===== src/rtl/decoder_autotest_if.sv =====
// Bundle between the decoder autotest sequencer and the board side.
// Carries the buttons, the DUT decoder pins and the status outputs.
interface decoder_autotest_if #(
  parameter int N = 3
);
  logic           start;
  logic           abort;
  logic [N-1:0]   dec_in;
  logic [2**N-1:0] dec_out;
  logic           tick;
  logic           busy;
  logic           done;
  logic           pass;
  logic [N:0]     err_cnt;
  logic           fail_valid;
  logic [N-1:0]   fail_vec;

  modport master (
    input  start, abort, dec_out,
    output dec_in, tick, busy, done, pass,
    output err_cnt, fail_valid, fail_vec
  );

  modport slave (
    output start, abort, dec_out,
    input  dec_in, tick, busy, done, pass,
    input  err_cnt, fail_valid, fail_vec
  );
endinterface


===== src/rtl/decoder_autotest_sequencer.sv =====
// Self-running exhaustive tester for an N-to-2^N decoder.
// Each vector gets one APPLY step and one CHECK step of DIV clocks.
module decoder_autotest_sequencer #(
  parameter int N   = 3,
  parameter int DIV = 50000000
) (
  input logic clk,
  input logic rst,
  decoder_autotest_if.master bus
);
  localparam int W  = 2**N;
  localparam int DW = $clog2(DIV);
  localparam logic [DW-1:0] DMAX = DW'(DIV - 1);
  localparam logic [N-1:0]  LAST = {N{1'b1}};

  typedef enum logic [1:0] {
    IDLE,
    APPLY,
    CHECK,
    DONE
  } state_t;

  state_t        st_q, st_n;
  logic [DW-1:0] div_q, div_n;
  logic [N-1:0]  vec_q, vec_n;
  logic [N-1:0]  din_q, din_n;
  logic [N-1:0]  fvec_q, fvec_n;
  logic [N:0]    err_q, err_n;
  logic          fv_q, fv_n;
  logic          busy_q, done_q, pass_q;
  logic          run, tick, go, miss;
  logic [W-1:0]  hot;

  assign run  = (st_q == APPLY) || (st_q == CHECK);
  assign tick = run && (div_q == DMAX);
  assign go   = bus.start && !bus.abort;
  assign hot  = W'(1) << vec_q;
  assign miss = bus.dec_out != hot;

  always_comb begin
    st_n   = st_q;
    div_n  = '0;
    vec_n  = vec_q;
    din_n  = din_q;
    err_n  = err_q;
    fv_n   = fv_q;
    fvec_n = fvec_q;
    if (run && !tick)
      div_n = div_q + 1'b1;
    if (bus.abort) begin
      st_n  = IDLE;
      din_n = '0;
      div_n = '0;
    end else begin
      unique case (1'b1)
        (st_q == IDLE) || (st_q == DONE): begin
          if (go) begin
            st_n   = APPLY;
            vec_n  = '0;
            din_n  = '0;
            err_n  = '0;
            fv_n   = 1'b0;
            fvec_n = '0;
          end
        end
        st_q == APPLY: begin
          if (tick)
            st_n = CHECK;
        end
        st_q == CHECK: begin
          if (tick) begin
            if (miss) begin
              err_n = err_q + 1'b1;
              // only the first failing vector is kept
              if (!fv_q) begin
                fv_n   = 1'b1;
                fvec_n = vec_q;
              end
            end
            if (vec_q == LAST) begin
              st_n = DONE;
            end else begin
              vec_n = vec_q + 1'b1;
              din_n = vec_q + 1'b1;
              st_n  = APPLY;
            end
          end
        end
        default: ;
      endcase
    end
  end

  always_ff @(posedge clk or posedge rst) begin
    if (rst) begin
      st_q   <= IDLE;
      div_q  <= '0;
      vec_q  <= '0;
      din_q  <= '0;
      err_q  <= '0;
      fv_q   <= 1'b0;
      fvec_q <= '0;
      busy_q <= 1'b0;
      done_q <= 1'b0;
      pass_q <= 1'b0;
    end else begin
      st_q   <= st_n;
      div_q  <= div_n;
      vec_q  <= vec_n;
      din_q  <= din_n;
      err_q  <= err_n;
      fv_q   <= fv_n;
      fvec_q <= fvec_n;
      busy_q <= (st_n == APPLY) || (st_n == CHECK);
      done_q <= st_n == DONE;
      pass_q <= (st_n == DONE) && (err_n == '0);
    end
  end

  assign bus.dec_in     = din_q;
  assign bus.tick       = tick;
  assign bus.busy       = busy_q;
  assign bus.done       = done_q;
  assign bus.pass       = pass_q;
  assign bus.err_cnt    = err_q;
  assign bus.fail_valid = fv_q;
  assign bus.fail_vec   = fvec_q;
endmodule


===== src/flat_wrapper.sv =====
// flat-port wrapper written by rule: the top's interface ports become plain ports
module decoder_autotest_sequencer_flat 
#(
  parameter int N   = 3,
  parameter int DIV = 50000000
)
  (clk, rst, bus_start, bus_abort, bus_dec_out, bus_dec_in, bus_tick, bus_busy, bus_done, bus_pass, bus_err_cnt, bus_fail_valid, bus_fail_vec);
  decoder_autotest_if #(.N(N)) bus_i ();
  input logic clk;
  input logic rst;
  input wire logic [$bits(bus_i.start)-1:0] bus_start;
  input wire logic [$bits(bus_i.abort)-1:0] bus_abort;
  input wire logic [$bits(bus_i.dec_out)-1:0] bus_dec_out;
  output wire logic [$bits(bus_i.dec_in)-1:0] bus_dec_in;
  output wire logic [$bits(bus_i.tick)-1:0] bus_tick;
  output wire logic [$bits(bus_i.busy)-1:0] bus_busy;
  output wire logic [$bits(bus_i.done)-1:0] bus_done;
  output wire logic [$bits(bus_i.pass)-1:0] bus_pass;
  output wire logic [$bits(bus_i.err_cnt)-1:0] bus_err_cnt;
  output wire logic [$bits(bus_i.fail_valid)-1:0] bus_fail_valid;
  output wire logic [$bits(bus_i.fail_vec)-1:0] bus_fail_vec;
  assign bus_i.start = bus_start;
  assign bus_i.abort = bus_abort;
  assign bus_i.dec_out = bus_dec_out;
  assign bus_dec_in = bus_i.dec_in;
  assign bus_tick = bus_i.tick;
  assign bus_busy = bus_i.busy;
  assign bus_done = bus_i.done;
  assign bus_pass = bus_i.pass;
  assign bus_err_cnt = bus_i.err_cnt;
  assign bus_fail_valid = bus_i.fail_valid;
  assign bus_fail_vec = bus_i.fail_vec;
  decoder_autotest_sequencer #(.N(N), .DIV(DIV)) u_core (.clk(clk), .rst(rst), .bus(bus_i));
endmodule

===== config.mk =====
export PLATFORM = sky130hd
export DESIGN_NAME = decoder_autotest_sequencer_flat
export DESIGN_NICKNAME = d
export VERILOG_FILES = /design/src/rtl/decoder_autotest_if.sv /design/src/rtl/decoder_autotest_sequencer.sv /design/src/flat_wrapper.sv
export SDC_FILE = /design/constraint.sdc
export NUM_CORES = 1
export LEC_CHECK = 0
export CAP_MARGIN = 10
export CORE_MARGIN = 2
export CORE_UTILIZATION = 60
export CTS_CLUSTER_DIAMETER = 200
export DETAILED_ROUTE_END_ITERATION = 6
export DONT_BUFFER_PORTS = 1
export PLACE_DENSITY = 0.76
export SLEW_MARGIN = 10
export SYNTH_ARGS = -nofsm -noshare
export SYNTH_HDL_FRONTEND = slang
export SYNTH_SLANG_ARGS = --single-unit

===== constraint.sdc =====
create_clock -name clk -period 2.66 [get_ports clk]
set_clock_uncertainty 0.1 [all_clocks]
set_input_delay 0.665 -clock clk [delete_from_list [all_inputs] [get_ports clk]]
set_output_delay 0.665 -clock clk [all_outputs]
set_load 0.05 [all_outputs]

==> run_results.csv <==
group,metric,value,unit
sta,worstMarginPinSlew,0.886,ns
placed_design,place_area,0.00258,sq mm
clock_tree,cts_hold_buf,0,
status,status,"complete, no violations",
run,maxCapViolations,0,
yosys,yosys.area.top_type,"dfrtp_1",
setup_path,startpoint,"u_core.div_q[2]",
yosys,yosys.cell_count.top_type,"dfrtp_1",
setup_path,crit_buf_inv,1,
power,ir_worst_vdd,0.321,mV
yosys,avgSynthCellArea,9.88,sq um
clock_tree,insertion_delay,0.30,ns
drt,wl_per_cell,15.6,um
yosys,synth_compound_area_share,9.28,%
setup_path,slowest_stage,"dfrtp_1",
yosys,synthAdderAreaFrac,5.55,%
setup_path,crit_arrival,1.81,ns
setup_path,cp_max_fo,6,
grt,grt_max_degree,26,
sta,fmax,388,MHz
cells_and_area,final_core_util,68.7,%
sta,setup_viol,0,
clock_tree,cts_buffer_depth,2,
clock_tree,cts_tree,"built",
yosys,synth_top_family_by_area,"simple AND/OR/NAND/NOR gates",
drt,via_count,1853,
yosys,synthArstFlopShare,100,%
placed_design,numPortBuffers,0,
cells_and_area,area_growth,10.7,%
setup_path,crit_path_max_incr_delay,0.43,ns
yosys,synth.area.top_cells,"dfrtp_1, xor2_1, ha_1, nor2_1, nand3_1",
grt,grt_pass1_vias,1628,
setup_path,cp_top_family,"simple AND/OR/NAND/NOR gates",
yosys,synth_warnings,0,
die,die_area,0.00466,sq mm
setup_path,r2r_start,"u_core.div_q[20]",
setup_path,cp.required,1.89,ns
yosys,synth_edf_count,0,
drt,drc,0,
clock_tree,htreeDepth,2,
setup_path,cp-start-kind,"flop",
setup_path,end_kind,"primary output",
drt,routed_wl,4.89,mm
clock_tree,cts-root-buf,"clkbuf_8",
yosys,synthMuxAreaShare,0.858,%
setup_path,crit_type,"flop to primary output",
sta,slew_headroom,40.6,%
die,initial_core_util,62.0,%
placed_design,place_congestion,0.798,
worst_hold_path,hold_path_class,"input port to async pin",
sta,hold_viol_final,0,
yosys,syn_area,0.00248,sq mm
cells_and_area,drive_above_1_share,14.1,%
power,p_leak,1.18,nW
die,fp.coreArea,0.00400,sq mm
die,ios,27,
grt,grt_overflow,0,
clock_tree,numCtsBuffers,5,
die,row_count,23,
sta,drv_slew,0,
cells_and_area,fin_area,0.00275,sq mm
clock_tree,clk_pin_slew_worst_paths,0.09,ns
yosys,synth-xor-area-share,9.89,%
grt,grt.total_usage,21.3,%
cells_and_area,diodes,0,
grt,grt_pass1_wl,7.40,mm
grt,antenna_found_initial,0,
sta,tns,0,ns
clock_tree,cts_sinks,45,
sta,layout_min_cycle_time,2.58,ns
placed_design,hpwl,3.44,mm
yosys,synthTopCellsByCount,"dfrtp_1, nor2_1, xor2_1, nand3_1, nand2_1",
die,die_h,68.3,um
sta,period_share,96.9,%
yosys,synthDistinctLibCells,47,
drt,dr.pass1.iters,4,
drt,drt-initial-drc-count,82,
setup_path,cp_cell_sequence,"and3_2 > nand3_2 > nor4_4 > and2b_2 > buf_6",
drt,ant_nets,0,
yosys,synthFlopType,"dfrtp_1",
yosys,ys_seq_area_share,45.4,%
power,power_density,463,mW/mm^2
yosys,syn_inst,251,
die,die_x,68.3,um
yosys,yosys.area.top_type_share,45.4,%
drt,via_per_inst,5.92,
yosys,synth_simple_gate_area_share,26.4,%
yosys,synth_seq_cells,45,
yosys,syn_nets,274,
cells_and_area,nNetsFinal,285,
-- flip-flops by register name, summed over array words and instances (netlist names) --
| name | cells |
|---|---|
| u_core.bus.pass | 1 |
| u_core.bus.done | 1 |
| u_core.div_q | 26 |
| u_core.vec_q | 3 |
| u_core.bus.err_cnt | 4 |
| u_core.bus.fail_valid | 1 |
| u_core.bus.busy | 1 |
| u_core.bus.dec_in | 3 |
| u_core.st_q | 2 |
| u_core.bus.fail_vec | 3 |
-- layout make-up --
class                           instances  area [sq um]
Fill cell                             342          1250
Sequential cell                        45          1130
Tap cell                               50          62.6
Clock inverter                          3          46.3
Clock buffer                            5          68.8
Multi-Input combinational cell        189          1310
Timing Repair Buffer                   10          91.3
Inverter                               11          41.3
-- layer usage --
metal,vias to the layer above,global-route usage [%],wire [um]
met1,908,30.8,2320
met3,6,5.10,292
met2,41,30.9,2220
met5,-,0,0
li1,898,-,-
met4,0,8.25,56
-- worst register-to-register path, stage by stage (launching register included) --
cell and delay [ns]:
dfrtp_1 0.42, and4_2 0.30, nand4_1 0.20, nor4_4 0.39, nand2b_2 0.15, a221oi_1 0.31, nor3_1 0.12, ha_1 0.22
inv_1 0.06, a211o_1 0.09, a211oi_2 0.05
-- cell families (layout without fill, tap and decap cells) --
kind of cell / after synthesis / in the layout
AO/OA/AOI/OAI: 34 / 34
buffers and inverters: 17 / 29
multiplexers: 2 / 2
AND/OR/NAND/NOR: 114 / 114
flip-flops: 45 / 45
XOR/XNOR: 28 / 28
adder cells (fa/ha/maj): 11 / 11
-- layout by cell type (no fill, tap or decap), drive strengths merged, types with 2 or more instances in the layout --
cell type,Yosys,final
xor2,21,21
xnor2,7,7
and3,3,3
buf,1,10
a211oi,2,2
clkinv,0,2
and4,3,3
a22o,4,4
dfrtp,45,45
nor2b,4,4
nor3,7,7
a211o,2,2
nand4,8,8
ha,11,11
nand2b,3,3
clkbuf,5,5
nor4,4,4
and2b,2,2
nand2,18,18
inv,11,10
a21oi,5,5
nand3,19,19
a21o,3,3
nor2,33,33
nor4bb,2,2
o21ai,13,13
nand3b,3,3
-- power breakdown --
group          internal, mW  switching (mW)
Combinational        0.0209          0.0403
Sequential            0.687         0.00874
Clock                 0.281           0.234
Total                 0.989           0.283
-- timing repair --
item                                    4_1_cts  5_1_grt
setup buffers                                 0        3
endpoints found under the setup margin        1        2
pin swaps                                     0        3
gates resized for setup                       1        6
-- through the flow --
step                      cells  setup WS (ns)  power (mW)  hold WS [ns]
after CTS                   310         0.0217        1.28         0.231
after detailed placement    302          0.167       0.769         0.419
after global placement      302          0.248       0.768         0.388
final                       313         0.0813        1.27         0.222
after floorplan             251          0.137       0.753         0.369
after global routing        313        -0.0569        1.32         0.260
-- final timing paths --
check,slack (ns),cells past startpoint,endpoint
setup / recovery,0.08,5,bus_tick
hold / removal,0.22,1,u_core.bus.dec_in[0]
setup reg to reg,0.15,10,u_core.bus.pass
hold reg to reg,0.45,2,u_core.div_q[25]
max in group asynchronous,1.67,2,u_core.div_q[7]
min in group clk,0.32,1,u_core.bus.dec_in[0]
Power figures use the tool's default switching activity.
